**config.mk**
```make
export PLATFORM = sky130hd
export DESIGN_NAME = ram_step_ctrl_flat
export DESIGN_NICKNAME = d
export VERILOG_FILES = /design/src/rtl/ram_step_ctrl_if.sv /design/src/rtl/ram_step_ctrl.sv /design/src/flat_wrapper.sv
export SDC_FILE = /design/constraint.sdc
export NUM_CORES = 1
export LEC_CHECK = 0
export BUFFER_PORTS_ARGS = -buffer_cell sky130_fd_sc_hd__buf_2
export CORE_ASPECT_RATIO = 1.25
export CORE_UTILIZATION = 45
export CTS_CLUSTER_DIAMETER = 80
export DETAILED_ROUTE_END_ITERATION = 7
export HOLD_SLACK_MARGIN = 0.05
export PLACE_DENSITY = 0.8
export SYNTH_ARGS = -nofsm -noshare
export SYNTH_HDL_FRONTEND = slang
export SYNTH_SLANG_ARGS = --single-unit
```
**constraint.sdc**
```tcl
create_clock -name clk_i -period 2.1 [get_ports clk_i]
set_input_delay 0.21 -clock clk_i [delete_from_list [all_inputs] [get_ports clk_i]]
set_output_delay 0.21 -clock clk_i [all_outputs]
set_load 0.02 [all_outputs]
```
**src/rtl/ram_step_ctrl_if.sv**
```systemverilog
`default_nettype none
// ============================================================================
// Module      : ram_step_ctrl_if
// Description : RAM port bundle between the step sequencer (master) and a
//               synchronous single-port RAM (slave).
// Revision    : 1.0  initial release
// ============================================================================
interface ram_step_ctrl_if #(
    parameter int ADDR_W = 4,
    parameter int DATA_W = 8
);
    logic [ADDR_W-1:0] ram_addr_o;
    logic              ram_we_o;
    logic [DATA_W-1:0] ram_wdata_o;
    logic [DATA_W-1:0] ram_rdata_i;

    modport master (
        output ram_addr_o,
        output ram_we_o,
        output ram_wdata_o,
        input  ram_rdata_i
    );

    modport slave (
        input  ram_addr_o,
        input  ram_we_o,
        input  ram_wdata_o,
        output ram_rdata_i
    );
endinterface
`default_nettype wire

```
**src/rtl/ram_step_ctrl.sv**
```systemverilog
`default_nettype none
// ============================================================================
// Module      : ram_step_ctrl
// Description : Slow-rate RAM sequencer. Advances one RAM word per rising
//               edge of the divided clock level step_i, either filling the
//               RAM with base+addr or scanning it out with a valid strobe.
// Revision    : 1.0  initial release
// ============================================================================
module ram_step_ctrl #(
    parameter int ADDR_W = 4,
    parameter int DATA_W = 8
) (
    input  wire                 clk_i,
    input  wire                 rst_ni,
    input  wire                 step_i,
    input  wire                 start_i,
    input  wire                 abort_i,
    input  wire                 mode_i,
    input  wire  [DATA_W-1:0]   wdata_i,
    ram_step_ctrl_if.master     ram,
    output logic [DATA_W-1:0]   data_o,
    output logic                valid_o,
    output logic                busy_o,
    output logic                done_o
);

    localparam logic [2:0]        c_IDLE      = 3'd0;
    localparam logic [2:0]        c_RUN       = 3'd1;
    localparam logic [2:0]        c_WR        = 3'd2;
    localparam logic [2:0]        c_RD        = 3'd3;
    localparam logic [2:0]        c_DONE      = 3'd4;
    localparam logic [ADDR_W-1:0] c_ADDR_LAST = {ADDR_W{1'b1}};
    localparam logic [ADDR_W-1:0] c_ADDR_ONE  = ADDR_W'(1);

    logic [2:0]        r_state;
    logic [2:0]        w_next;
    logic              r_step_q;
    logic              r_mode;
    logic [DATA_W-1:0] r_base;
    logic [ADDR_W-1:0] r_addr;
    logic              r_we;
    logic [DATA_W-1:0] r_wdata;
    logic [DATA_W-1:0] r_data;
    logic              r_valid;
    logic              w_tick;
    logic              w_last;
    logic [DATA_W-1:0] w_addr_ext;

    // Reset level of 1 matches the divider, so release never looks like a rise.
    assign w_tick     = step_i & ~r_step_q;
    assign w_last     = (r_addr == c_ADDR_LAST);
    assign w_addr_ext = DATA_W'(r_addr);

    // Delay the step level by one cycle for rising-edge detection.
    always_ff @(posedge clk_i or negedge rst_ni) begin
        if (!rst_ni) begin
            r_step_q <= 1'b1;
        end else begin
            r_step_q <= step_i;
        end
    end

    // State register.
    always_ff @(posedge clk_i or negedge rst_ni) begin
        if (!rst_ni) begin
            r_state <= c_IDLE;
        end else begin
            r_state <= w_next;
        end
    end

    // Next-state decode; abort returns to IDLE from any busy state.
    always_comb begin
        w_next = r_state;
        case (r_state)
            c_IDLE: begin
                if (start_i && !abort_i) begin
                    w_next = c_RUN;
                end
            end
            c_RUN: begin
                if (abort_i) begin
                    w_next = c_IDLE;
                end else if (w_tick) begin
                    w_next = r_mode ? c_WR : c_RD;
                end
            end
            c_WR, c_RD: begin
                if (abort_i) begin
                    w_next = c_IDLE;
                end else if (w_last) begin
                    w_next = c_DONE;
                end else begin
                    w_next = c_RUN;
                end
            end
            c_DONE:  w_next = c_IDLE;
            default: w_next = c_IDLE;
        endcase
    end

    // Status outputs decoded straight from the state register.
    always_comb begin
        busy_o = (r_state != c_IDLE);
        done_o = (r_state == c_DONE);
    end

    // Datapath: address walk, write pulse and read capture.
    always_ff @(posedge clk_i or negedge rst_ni) begin
        if (!rst_ni) begin
            r_mode  <= 1'b0;
            r_base  <= '0;
            r_addr  <= '0;
            r_we    <= 1'b0;
            r_wdata <= '0;
            r_data  <= '0;
            r_valid <= 1'b0;
        end else begin
            // Write enable and valid are single-cycle pulses by default.
            r_we    <= 1'b0;
            r_valid <= 1'b0;
            case (r_state)
                c_IDLE: begin
                    if (start_i && !abort_i) begin
                        r_mode <= mode_i;
                        r_base <= wdata_i;
                        r_addr <= '0;
                    end
                end
                c_RUN: begin
                    if (abort_i) begin
                        r_addr <= '0;
                    end else if (w_tick && r_mode) begin
                        r_we    <= 1'b1;
                        r_wdata <= r_base + w_addr_ext;
                    end
                end
                c_WR: begin
                    if (abort_i) begin
                        r_addr <= '0;
                    end else if (!w_last) begin
                        r_addr <= r_addr + c_ADDR_ONE;
                    end
                end
                c_RD: begin
                    // Read data for the address held since the tick is valid now.
                    if (abort_i) begin
                        r_addr <= '0;
                    end else begin
                        r_data  <= ram.ram_rdata_i;
                        r_valid <= 1'b1;
                        if (!w_last) begin
                            r_addr <= r_addr + c_ADDR_ONE;
                        end
                    end
                end
                default: begin
                    r_addr <= '0;
                end
            endcase
        end
    end

    assign ram.ram_addr_o  = r_addr;
    assign ram.ram_we_o    = r_we;
    assign ram.ram_wdata_o = r_wdata;
    assign data_o          = r_data;
    assign valid_o         = r_valid;

endmodule
`default_nettype wire

```
**src/flat_wrapper.sv**
```systemverilog
// flat-port wrapper written by rule: the top's interface ports become plain ports
module ram_step_ctrl_flat 
#(
    parameter int ADDR_W = 4,
    parameter int DATA_W = 8
)
  (clk_i, rst_ni, step_i, start_i, abort_i, mode_i, wdata_i, data_o, valid_o, busy_o, done_o, ram_ram_addr_o, ram_ram_we_o, ram_ram_wdata_o, ram_ram_rdata_i);
  ram_step_ctrl_if #(.ADDR_W(ADDR_W), .DATA_W(DATA_W)) ram_i ();
  input  wire clk_i;
  input  wire rst_ni;
  input  wire step_i;
  input  wire start_i;
  input  wire abort_i;
  input  wire mode_i;
  input  wire  [DATA_W-1:0] wdata_i;
  output logic [DATA_W-1:0] data_o;
  output logic valid_o;
  output logic busy_o;
  output logic done_o;
  output wire logic [$bits(ram_i.ram_addr_o)-1:0] ram_ram_addr_o;
  output wire logic [$bits(ram_i.ram_we_o)-1:0] ram_ram_we_o;
  output wire logic [$bits(ram_i.ram_wdata_o)-1:0] ram_ram_wdata_o;
  input wire logic [$bits(ram_i.ram_rdata_i)-1:0] ram_ram_rdata_i;
  assign ram_ram_addr_o = ram_i.ram_addr_o;
  assign ram_ram_we_o = ram_i.ram_we_o;
  assign ram_ram_wdata_o = ram_i.ram_wdata_o;
  assign ram_i.ram_rdata_i = ram_ram_rdata_i;
  ram_step_ctrl #(.ADDR_W(ADDR_W), .DATA_W(DATA_W)) u_core (.clk_i(clk_i), .rst_ni(rst_ni), .step_i(step_i), .start_i(start_i), .abort_i(abort_i), .mode_i(mode_i), .wdata_i(wdata_i), .ram(ram_i), .data_o(data_o), .valid_o(valid_o), .busy_o(busy_o), .done_o(done_o));
endmodule
```
# --- Word level (Yosys, flattened, before mapping) ---
# Cells that the tools add are included.
word_totals:
  ff_bits: 35
  in_bits: 22
  out_inout_bits: 24
  wordCells: 51
op_classes:
  n_addsub: 2
  eq_ne: 9
  mux: 17
  n_bitwise: 3
  reduce_logical: 11
op_table:
  columns: ["operator", "count"]
  rows:
  - ["4-bit two-way mux", 4]
  - ["3-bit two-way mux", 5]
  - ["4-bit case mux with 3 select lines", 1]
  - ["3-bit case mux with 3 select lines", 1]
  - ["8-bit by 4-bit adder with 8-bit output", 1]
  - ["3-bit by 2-bit == test with 1-bit output, second input constant", 2]
  - ["1-bit two-way mux", 6]
  - ["2-bit AND reduction", 3]
  - ["3-bit AND reduction", 2]
  - ["4-bit by 1-bit adder with 4-bit output, second input constant", 1]
  - ["4-bit == test, second input constant", 1]
  - ["3-bit by 1-bit == test with 1-bit output, second input constant", 1]
  - ["3-bit == test, second input constant", 1]
  - ["3-bit zero test", 1]
  - ["3-bit by 2-bit inequality test with 1-bit output, second input constant", 1]
  - ["3-bit inequality test, second input constant", 1]
  - ["3-bit nonzero test", 1]
  - ["1-bit logical AND", 2]
  - ["2-bit by 1-bit inequality test with 1-bit output, second input constant", 1]
  - ["2-bit inequality test, second input constant", 1]
  - ["1-bit NOT", 2]
  - ["2-bit OR reduction", 1]
  - ["1-bit AND", 1]
  - ["1-bit zero test", 1]

# --- Depth between registers and ports, before layout ---
# Gate-level depths: netlist (run 1).
logic_depth:
  word_depth: 6
  ltp_mapped: 6
  mapped_depth_nobuf: 6

# --- Worst setup path after synthesis (run 1) ---
# OpenSTA, ideal clock, no wires.
synth_timing:
  path_type: "reg-to-reg"
  startpoint: "reg u_core.r_addr[0], in the netlist u_core.ram.ram_addr_o[0]"
  endpoint: "reg u_core.r_wdata[4], in the netlist u_core.ram.ram_wdata_o[4]"
  setup_ns: 0.125
  arrival_time_ns: 1.815
  required_ns: 1.975
  path_slack_ns: 0.160
  stages_incl_launch_ff: 7
  path_buffers: 0
  synth_period_minus_slack_ns: 1.940
  cell_sequence: "dfrtp_1 > ha_1 > fa_1 > a21o_1 > a21oi_1 > xnor2_1 > mux2_2"
synth_via:
  elab_chain_cells: 1
synth_rtl:
  columns: ["element", "line_no", "rtl"]
  rows:
  - ["start, declared", "ram_step_ctrl.sv:40", "logic [ADDR_W-1:0] r_addr;"]
  - ["start signal, assigned", "ram_step_ctrl.sv:142", "r_addr <= r_addr + c_ADDR_ONE;"]
  - ["start signal, assigned", "ram_step_ctrl.sv:153", "r_addr <= r_addr + c_ADDR_ONE;"]
  - ["8-bit by 4-bit adder with 8-bit output", "ram_step_ctrl.sv:135", "r_wdata <= r_base + w_addr_ext;"]
  - ["end signal, assigned", "ram_step_ctrl.sv:135", null]
  - ["end, declared", "ram_step_ctrl.sv:42", "logic [DATA_W-1:0] r_wdata;"]
# Every way passes these cells.
# A chain may end at the register's enable or synchronous reset.

# --- Worst setup path in the final report (run 1) ---
layout_timing:
  startpoint: "reg u_core.r_state[1]"
  endpoint: "reg u_core.r_wdata[1], in the netlist u_core.ram.ram_wdata_o[1]"
layout_via:
  elab_chain_cells: 2
layout_rtl:
  columns: ["element", "line_no", "rtl"]
  rows:
  - ["start, declared", "ram_step_ctrl.sv:35", "logic [2:0] r_state;"]
  - ["start signal, assigned", "ram_step_ctrl.sv:66", "r_state <= c_IDLE;"]
  - ["start signal, assigned", "ram_step_ctrl.sv:68", "r_state <= w_next;"]
  - ["3-bit by 1-bit == test with 1-bit output", "ram_step_ctrl.sv:122", "case (r_state)"]
  - ["3-bit AND reduction (no source line)", null, null]
# Every way passes these cells.

==> impl_metrics.py, run 1 <==
metrics = {
    "pwr": {
        "power_leakage_nw": 1.07,
        "powerDensity_mw_per_mm2": 1280,
        "pwr-share-clk": 0.237,
        "switchingPower_mw": 0.947,
        "p_seq_frac": 0.413,
        "p_sw_frac": 0.357,
        "combPwrFrac": 0.350,
        "peakVddDrop_mv": 0.782,
        "internal_power_mw": 1.71,
    },
    "clocking": {
        "cts-root-buf": "clkbuf_8",
        "postCtsHoldBufs": 2,
        "clock_path_buffers": 2,
        "cts-resized-gates": 0,
        "clk_pin_slew_ns": 0.07,
        "insertion_delay_ns": 0.29,
        "numCtsBuffers": 5,
        "h-tree-depth": 2,
        "cts_tree": "yes",
        "cts_sinks": 35,
        "post_cts.repair.setup_buffers": 0,
    },
    "sta": {
        "tns_ns": 0,
        "period_share": 0.924,
        "skew_ns": 0.00898,
        "worst_pin_slew_ns": 0.766,
        "setup_viol": 0,
        "fin_crit_ns": 1.94,
        "drv_slew": 0,
        "slew_headroom": 0.489,
        "timing.fmax_mhz": 515,
        "hold_viol": 0,
        "rsz0062_at_grt": "no",
    },
    "global_routing": {
        "first_global_vias": 1338,
        "grt_pass1_wl_mm": 6.05,
        "grt_overflow": 0,
        "antenna_found_initial": 0,
        "grt_usage": 0.198,
        "grt_max_degree": 36,
    },
    "worst_setup_path": {
        "worstRegToRegCells": 3,
        "worstPathCellList": "or4b_1 -> nor2_8 -> mux2_2",
        "worstPathRequired_ns": 2.27,
        "critical_path_class": "reg -> reg",
        "rrSetupSlack_ns": 0.16,
        "critPathCaptureType": "register",
        "worst_setup_path_start_kind": "register",
        "arrival_ns": 2.11,
        "slowest_delay_ns": 0.77,
        "critPathSlowestCell": "or4b_1",
        "rr_endpoint": "u_core.ram.ram_wdata_o[1]$_DFFE_PN0P_",
        "worst-path-max-fanout": 10,
        "rr_startpoint": "u_core.r_state[1]$_DFFE_PN0P_",
    },
    "place": {
        "globalplace.congestion": 0.845,
        "port_buffers": 45,
        "placed_area_mm2": 0.00193,
        "hpwlAfterDp_mm": 2.71,
        "placed_cells": 219,
    },
    "synth": {
        "synth_top_family_by_area": "multiplexers",
        "synthesis.nets": 165,
        "synthCells": 137,
        "synth-xor-area-share": 0.0157,
        "synth_cell_type_count": 40,
        "synth-seq-cells": 35,
        "synth_fa_ha_area_frac": 0.0494,
        "syn-cell-area_mm2": 0.00167,
        "synthSimpleGateAreaFrac": 0.132,
        "synth_edf_count": 0,
        "ys.flop_type": "dfrtp_1",
        "synth_mux_area_frac": 0.159,
        "synth_compound_area_frac": 0.0973,
        "synth_area_per_cell_um2": 12.2,
        "async_reset_ff_frac": 1.00,
        "ys_seq_area_frac": 0.525,
        "yosysWarnings": 0,
    },
    "cells_and_area": {
        "fillers": 294,
        "diodes": 0,
        "syn_to_final_growth_pct": 23.9,
        "nets": 217,
        "drive_gt1_frac": 0.400,
        "multi_input_area_um2": 759,
        "final_cells": 229,
        "design_area_mm2": 0.00207,
        "seq_area_um2": 877,
    },
    "route": {
        "wire_per_inst_um": 15.6,
        "antenna_left": 0,
        "vias_per_cell": 5.57,
        "drtIter0Drc": 50,
        "wl_mm": 3.58,
        "drc": 0,
        "drt_first_pass_iters": 4,
        "num_vias": 1275,
    },
    "die": {
        "num_io_pins": 46,
        "chipWidth_um": 56.5,
        "std_cell_rows": 24,
        "coreArea_mm2": 0.00351,
        "die_area_mm2": 0.00396,
        "initial_utilization": 0.476,
        "die_h_um": 70.1,
    },
    "min_path": {
        "hp-class": "in -> reg",
        "worstHoldStart": "wdata_i[6]",
        "hold_end": "u_core.r_base[6]$_DFFE_PN0P_",
        "whs_path_depth": 2,
    },
    "status": {
        "outcome": "finished, final reports clean",
    },
    "job": {
        "max_cap_viol_count": 0,
    },
}
layer usage:
layer | wire (um) | vias up | global-route usage
met1 | 1410 | 630 | 0.220
met2 | 1960 | 35 | 0.353
met4 | 77 | 0 | 0.0976
met5 | 0 | - | 0
met3 | 128 | 9 | 0.0389
li1 | - | 601 | -
layout by cell type (no fill, tap or decap), types with 2 or more instances in the layout:
cell           count
dfrtp_1           34
nand3_1            4
mux2_2            19
inv_1              4
dlygate4sd3_1      2
xnor2_1            2
buf_2             45
clkbuf_8           6
mux2_1             2
a211oi_1           2
nand2b_1           2
or3b_1             2
a21oi_1           10
nand2_1            5
and2_1             4
ha_1               5
nor3_1             3
nor2_1             6
o21ai_0            6
mux2i_1            3
a211o_1            2
power groups by stage:
stage / registers [mW] / clock network (mW) / logic (mW)
floorplan: 1.25 / 0 / 0.471
global placement: 1.09 / 0 / 0.892
detailed placement: 1.11 / 0 / 0.934
CTS: 1.09 / 0.638 / 0.937
global route: 1.12 / 0.668 / 1.01
finish: 1.10 / 0.628 / 0.929
state kept, by name, summed over array words and instances (netlist names):
name and count:
u_core.data_o 8, u_core.r_base 8, u_core.ram.ram_wdata_o 8, u_core.ram.ram_addr_o 4
u_core.r_state 3, u_core.r_mode 1, u_core.r_step_q 1, u_core.ram.ram_we_o 1
u_core.valid_o 1
Yosys cell counts (all sizes together), types with 2 or more instances:
cell type	instances	area [um2]
nand2	5	18.8
dfrtp	34	851
a211o	2	17.5
nor2	7	42.5
a211oi	2	15.0
xnor2	2	17.5
or3b	2	17.5
a21oi	10	50.1
nor3	3	15.0
and2	4	25.0
mux2	21	236
buf	2	16.3
o21ai	6	30.0
inv	4	15.0
nand3	4	20.0
ha	5	62.6
nand2b	2	12.5
mux2i	3	30.0
kinds of logic after synthesis:
kind of cell	count (synthesis)
adders and majority gates	6
AOI/OAI and AO/OA	26
muxes	24
xor gates and xnor gates	3
buffers and inverters	7
DFF	35
and+or+nand+nor	36
per-stage QoR:
step                       util  total power [mW]  hold WS, ns  setup slack (ns)
after floorplan               -              1.72      -0.0856             0.160
after global placement    0.550              1.98        0.303             0.254
after detailed placement  0.550              2.04        0.327             0.175
after CTS                 0.589              2.67        0.140             0.164
after global routing      0.589              2.81        0.151            0.0791
final                     0.589              2.65        0.141             0.160
cell type report:
class | instances | share of cell area
Timing Repair Buffer | 48 | 0.122
Clock buffer | 6 | 0.0399
Tap cell | 39 | 0.0236
Clock inverter | 2 | 0.0169
Sequential cell | 35 | 0.424
Multi-Input combinational cell | 95 | 0.367
Inverter | 4 | 0.00725
worst max path at each step:
stage                                         startpoint  cells after the start                                     to  slack [ns]
finish                     u_core.r_state[1]$_DFFE_PN0P_                      3  u_core.ram.ram_wdata_o[1]$_DFFE_PN0P_        0.16
global route        u_core.ram.ram_addr_o[0]$_DFFE_PN0P_                      6  u_core.ram.ram_wdata_o[4]$_DFFE_PN0P_        0.08
CTS                        u_core.r_state[1]$_DFFE_PN0P_                      3  u_core.ram.ram_wdata_o[1]$_DFFE_PN0P_        0.16
detailed placement         u_core.r_state[1]$_DFFE_PN0P_                      3  u_core.ram.ram_wdata_o[1]$_DFFE_PN0P_        0.18
global placement           u_core.r_state[1]$_DFFE_PN0P_                      3  u_core.ram.ram_wdata_o[4]$_DFFE_PN0P_        0.25
floorplan           u_core.ram.ram_addr_o[0]$_DFFE_PN0P_                      6  u_core.ram.ram_wdata_o[4]$_DFFE_PN0P_        0.16
critical path, delay by kind of cell (launching register included):
| family | cells | cell delay, ns |
|---|---|---|
| muxes | 1 | 0.36 |
| and+or+nand+nor | 2 | 1.05 |
| DFF | 1 | 0.43 |
Note: power is estimated with default switching activity, not from simulation.
==> run 2, diff against run 1 <==
Settings changed: ABC_AREA from default to 1.
==> impl_metrics.py, run 2 <==
metrics = {
    "status": {
        "outcome": "finished with violations",
        "failed_checks": "design-rule violations",
    },
    "die": {
        "chipWidth_um": 56.9,
        "std_cell_rows": 24,
        "coreArea_mm2": 0.00354,
        "initial_utilization": 0.479,
        "die_h_um": 70.7,
        "num_io_pins": 46,
        "die_area_mm2": 0.00402,
    },
    "worst_setup_path": {
        "critical_path_class": "reg -> reg",
        "critPathCaptureType": "register",
        "critPathBufInv": 0,
        "rr_endpoint": "u_core.ram.ram_wdata_o[6]$_DFFE_PN0P_",
        "worst_setup_path_start_kind": "register",
        "worst-path-max-fanout": 7,
        "critPathSlowestCell": "dfrtp_1",
        "rrSetupSlack_ns": 0.39,
        "worstRegToRegCells": 7,
        "slowest_delay_ns": 0.44,
        "worstPathRequired_ns": 2.28,
        "rr_startpoint": "u_core.ram.ram_addr_o[0]$_DFFE_PN0P_",
        "worstPathCellList": "ha_1 -> fa_1 -> nand3_1 -> nand2_1 -> a21o_1 -> nand3_1 -> nand2_1",
        "arrival_ns": 1.89,
        "critPathTopFamily": "adder cells",
    },
    "min_path": {
        "whs_path_depth": 3,
        "worstHoldStart": "ram_ram_rdata_i[6]",
        "hp-class": "in -> reg",
        "hold_end": "u_core.data_o[6]$_DFFE_PN0P_",
    },
    "global_routing": {
        "grt_pass1_wl_mm": 5.84,
        "antenna_found_initial": 0,
        "grt_overflow": 0,
        "first_global_vias": 1330,
        "grt_usage": 0.189,
        "grt_max_degree": 36,
    },
    "synth": {
        "async_reset_ff_frac": 1.00,
        "ys_seq_area_frac": 0.517,
        "synth-seq-cells": 35,
        "synth_cell_type_count": 26,
        "yosysMostFrequentCell": "nand2_1",
        "synthTopCellsByCount": "nand2_1 (75), dfrtp_1 (34), inv_1 (22)",
        "synth_area_per_cell_um2": 8.58,
        "ys_top_cells_by_area": "dfrtp_1 (50%), nand2_1 (17%), nand3_1 (5.6%), inv_1 (4.9%), ha_1 (3.7%)",
        "syn-cell-area_mm2": 0.00170,
        "yosysWarnings": 0,
        "ys.flop_type": "dfrtp_1",
        "yosys.area.top_type": "dfrtp_1",
        "synth_edf_count": 0,
        "synth_top_area_frac": 0.501,
        "synthCells": 198,
        "synthesis.nets": 226,
    },
    "cells_and_area": {
        "syn_to_final_growth_pct": 23.3,
        "design_area_mm2": 0.00209,
        "drive_gt1_frac": 0.278,
        "fillers": 331,
        "layout.cells.most_common_list": "nand2_1 (75), buf_2 (45), dfrtp_1 (34)",
        "multi_input_area_um2": 717,
        "seq_area_um2": 877,
        "nets": 279,
        "diodes": 0,
        "final_common_cell": "nand2_1",
    },
    "pwr": {
        "power_leakage_nw": 1.20,
        "peakVddDrop_mv": 0.535,
        "power_mw": 2.71,
        "powerDensity_mw_per_mm2": 1290,
    },
    "route": {
        "vias_per_cell": 4.80,
        "drc": 6,
        "wire_per_inst_um": 11.2,
        "antenna_left": 0,
        "drtIter0Drc": 44,
        "wl_mm": 3.26,
        "drt_first_pass_iters": 6,
        "num_vias": 1396,
    },
    "sta": {
        "worst_pin_slew_ns": 0.744,
        "skew_ns": 0.00524,
        "setup_viol": 0,
        "hold_viol": 0,
        "fin_crit_ns": 1.71,
        "timing.fmax_mhz": 585,
        "tns_ns": 0,
        "worst_slack_ns": 0.391,
        "rsz0062_at_grt": "no",
        "drv_slew": 0,
        "slew_headroom": 0.504,
        "period_share": 0.814,
    },
    "place": {
        "pre_cts_slack_ns": 0.412,
        "port_buffers": 45,
        "globalplace.congestion": 0.830,
        "hpwlAfterDp_mm": 2.39,
        "placed_area_mm2": 0.00196,
    },
    "clocking": {
        "cts_sinks": 35,
        "numCtsBuffers": 5,
        "post_cts.repair.setup_buffers": 0,
        "clock_path_buffers": 2,
        "h-tree-depth": 2,
        "clk_pin_slew_ns": 0.07,
        "cts-root-buf": "clkbuf_8",
        "cts_tree": "yes",
        "insertion_delay_ns": 0.29,
    },
    "job": {
        "max_cap_viol_count": 0,
    },
}
[run 2: cell count changes after synthesis, moves of 3 or more]
cell / change
a21oi_2: +4
a21oi_1: -8
o21ai_1: +5
inv_1: +18
mux2i_1: -3
nand3_1: +15
mux2_2: -19
and2_1: -4
nand2_1: +70
[run 2: worst max path at each step]
| stage | startpoint | endpoint | depth (start not counted) |
|---|---|---|---|
| 3_3_place_gp | u_core.ram.ram_addr_o[0]$_DFFE_PN0P_ | u_core.ram.ram_wdata_o[6]$_DFFE_PN0P_ | 7 |
| 5_1_grt | u_core.ram.ram_addr_o[0]$_DFFE_PN0P_ | u_core.ram.ram_wdata_o[6]$_DFFE_PN0P_ | 7 |
| 6_report | u_core.ram.ram_addr_o[0]$_DFFE_PN0P_ | u_core.ram.ram_wdata_o[6]$_DFFE_PN0P_ | 7 |
| 2_1_floorplan | u_core.ram.ram_addr_o[0]$_DFFE_PN0P_ | u_core.ram.ram_wdata_o[6]$_DFFE_PN0P_ | 7 |
| 3_5_place_dp | u_core.ram.ram_addr_o[0]$_DFFE_PN0P_ | u_core.ram.ram_wdata_o[6]$_DFFE_PN0P_ | 7 |
| 4_1_cts | u_core.ram.ram_addr_o[0]$_DFFE_PN0P_ | u_core.ram.ram_wdata_o[6]$_DFFE_PN0P_ | 7 |
[run 2: layout make-up]
| class | instances | area share |
|---|---|---|
| sequential | 35 | 0.419 |
| multi-input combinational | 138 | 0.342 |
| timing repair buffer | 47 | 0.117 |
| inverter | 24 | 0.0442 |
| clock buffer | 5 | 0.0329 |
| tap | 39 | 0.0233 |
| clock inverter | 3 | 0.0209 |
[run 2: cells by family (layout without fill, tap and decap cells)]
logic type	after synthesis	count (layout)	synth area share
and+or+nand+nor	114	114	0.306
DFF	35	35	0.517
buffers and inverters	25	79	0.0612
AOI/OAI and AO/OA	17	17	0.0626
adders and majority gates	6	6	0.0486
xor gates and xnor gates	1	1	0.00516
[run 2: through the flow]
stage / cells / hold WS, ns / utilization
floorplan: 198 / -0.0856 / -
global placement: 281 / 0.320 / 0.553
detailed placement: 281 / 0.317 / 0.553
global route: 291 / 0.116 / 0.591
finish: 291 / 0.114 / 0.591
CTS: 291 / 0.105 / 0.591
[run 2: routing by layer]
| metal | vias up | track usage | part of all wire |
|---|---|---|---|
| met5 | - | 0 | 0 |
| met4 | 0 | 0.0976 | 0.023 |
| met3 | 7 | 0.0494 | 0.058 |
| met2 | 35 | 0.316 | 0.50 |
| met1 | 621 | 0.223 | 0.42 |
| li1 | 733 | - | - |
[run 2: worst reg2reg max path: stages, from the launching register on]
cell,delay (ns)
dfrtp_1,0.44
ha_1,0.25
fa_1,0.41
nand3_1,0.12
nand2_1,0.10
a21o_1,0.17
nand3_1,0.06
nand2_1,0.05
[run 2: power breakdown]
group          leakage, nW  total [mW]  switching (mW)  internal [mW]
Sequential           0.445        1.11           0.177          0.929
Clock               0.0581       0.598           0.245          0.353
Combinational        0.695        1.00           0.645          0.358
[run 2: timing repair]
action	CTS	global route
gates resized for setup	0	0
hold endpoints to repair	35	0
hold buffers	2	0
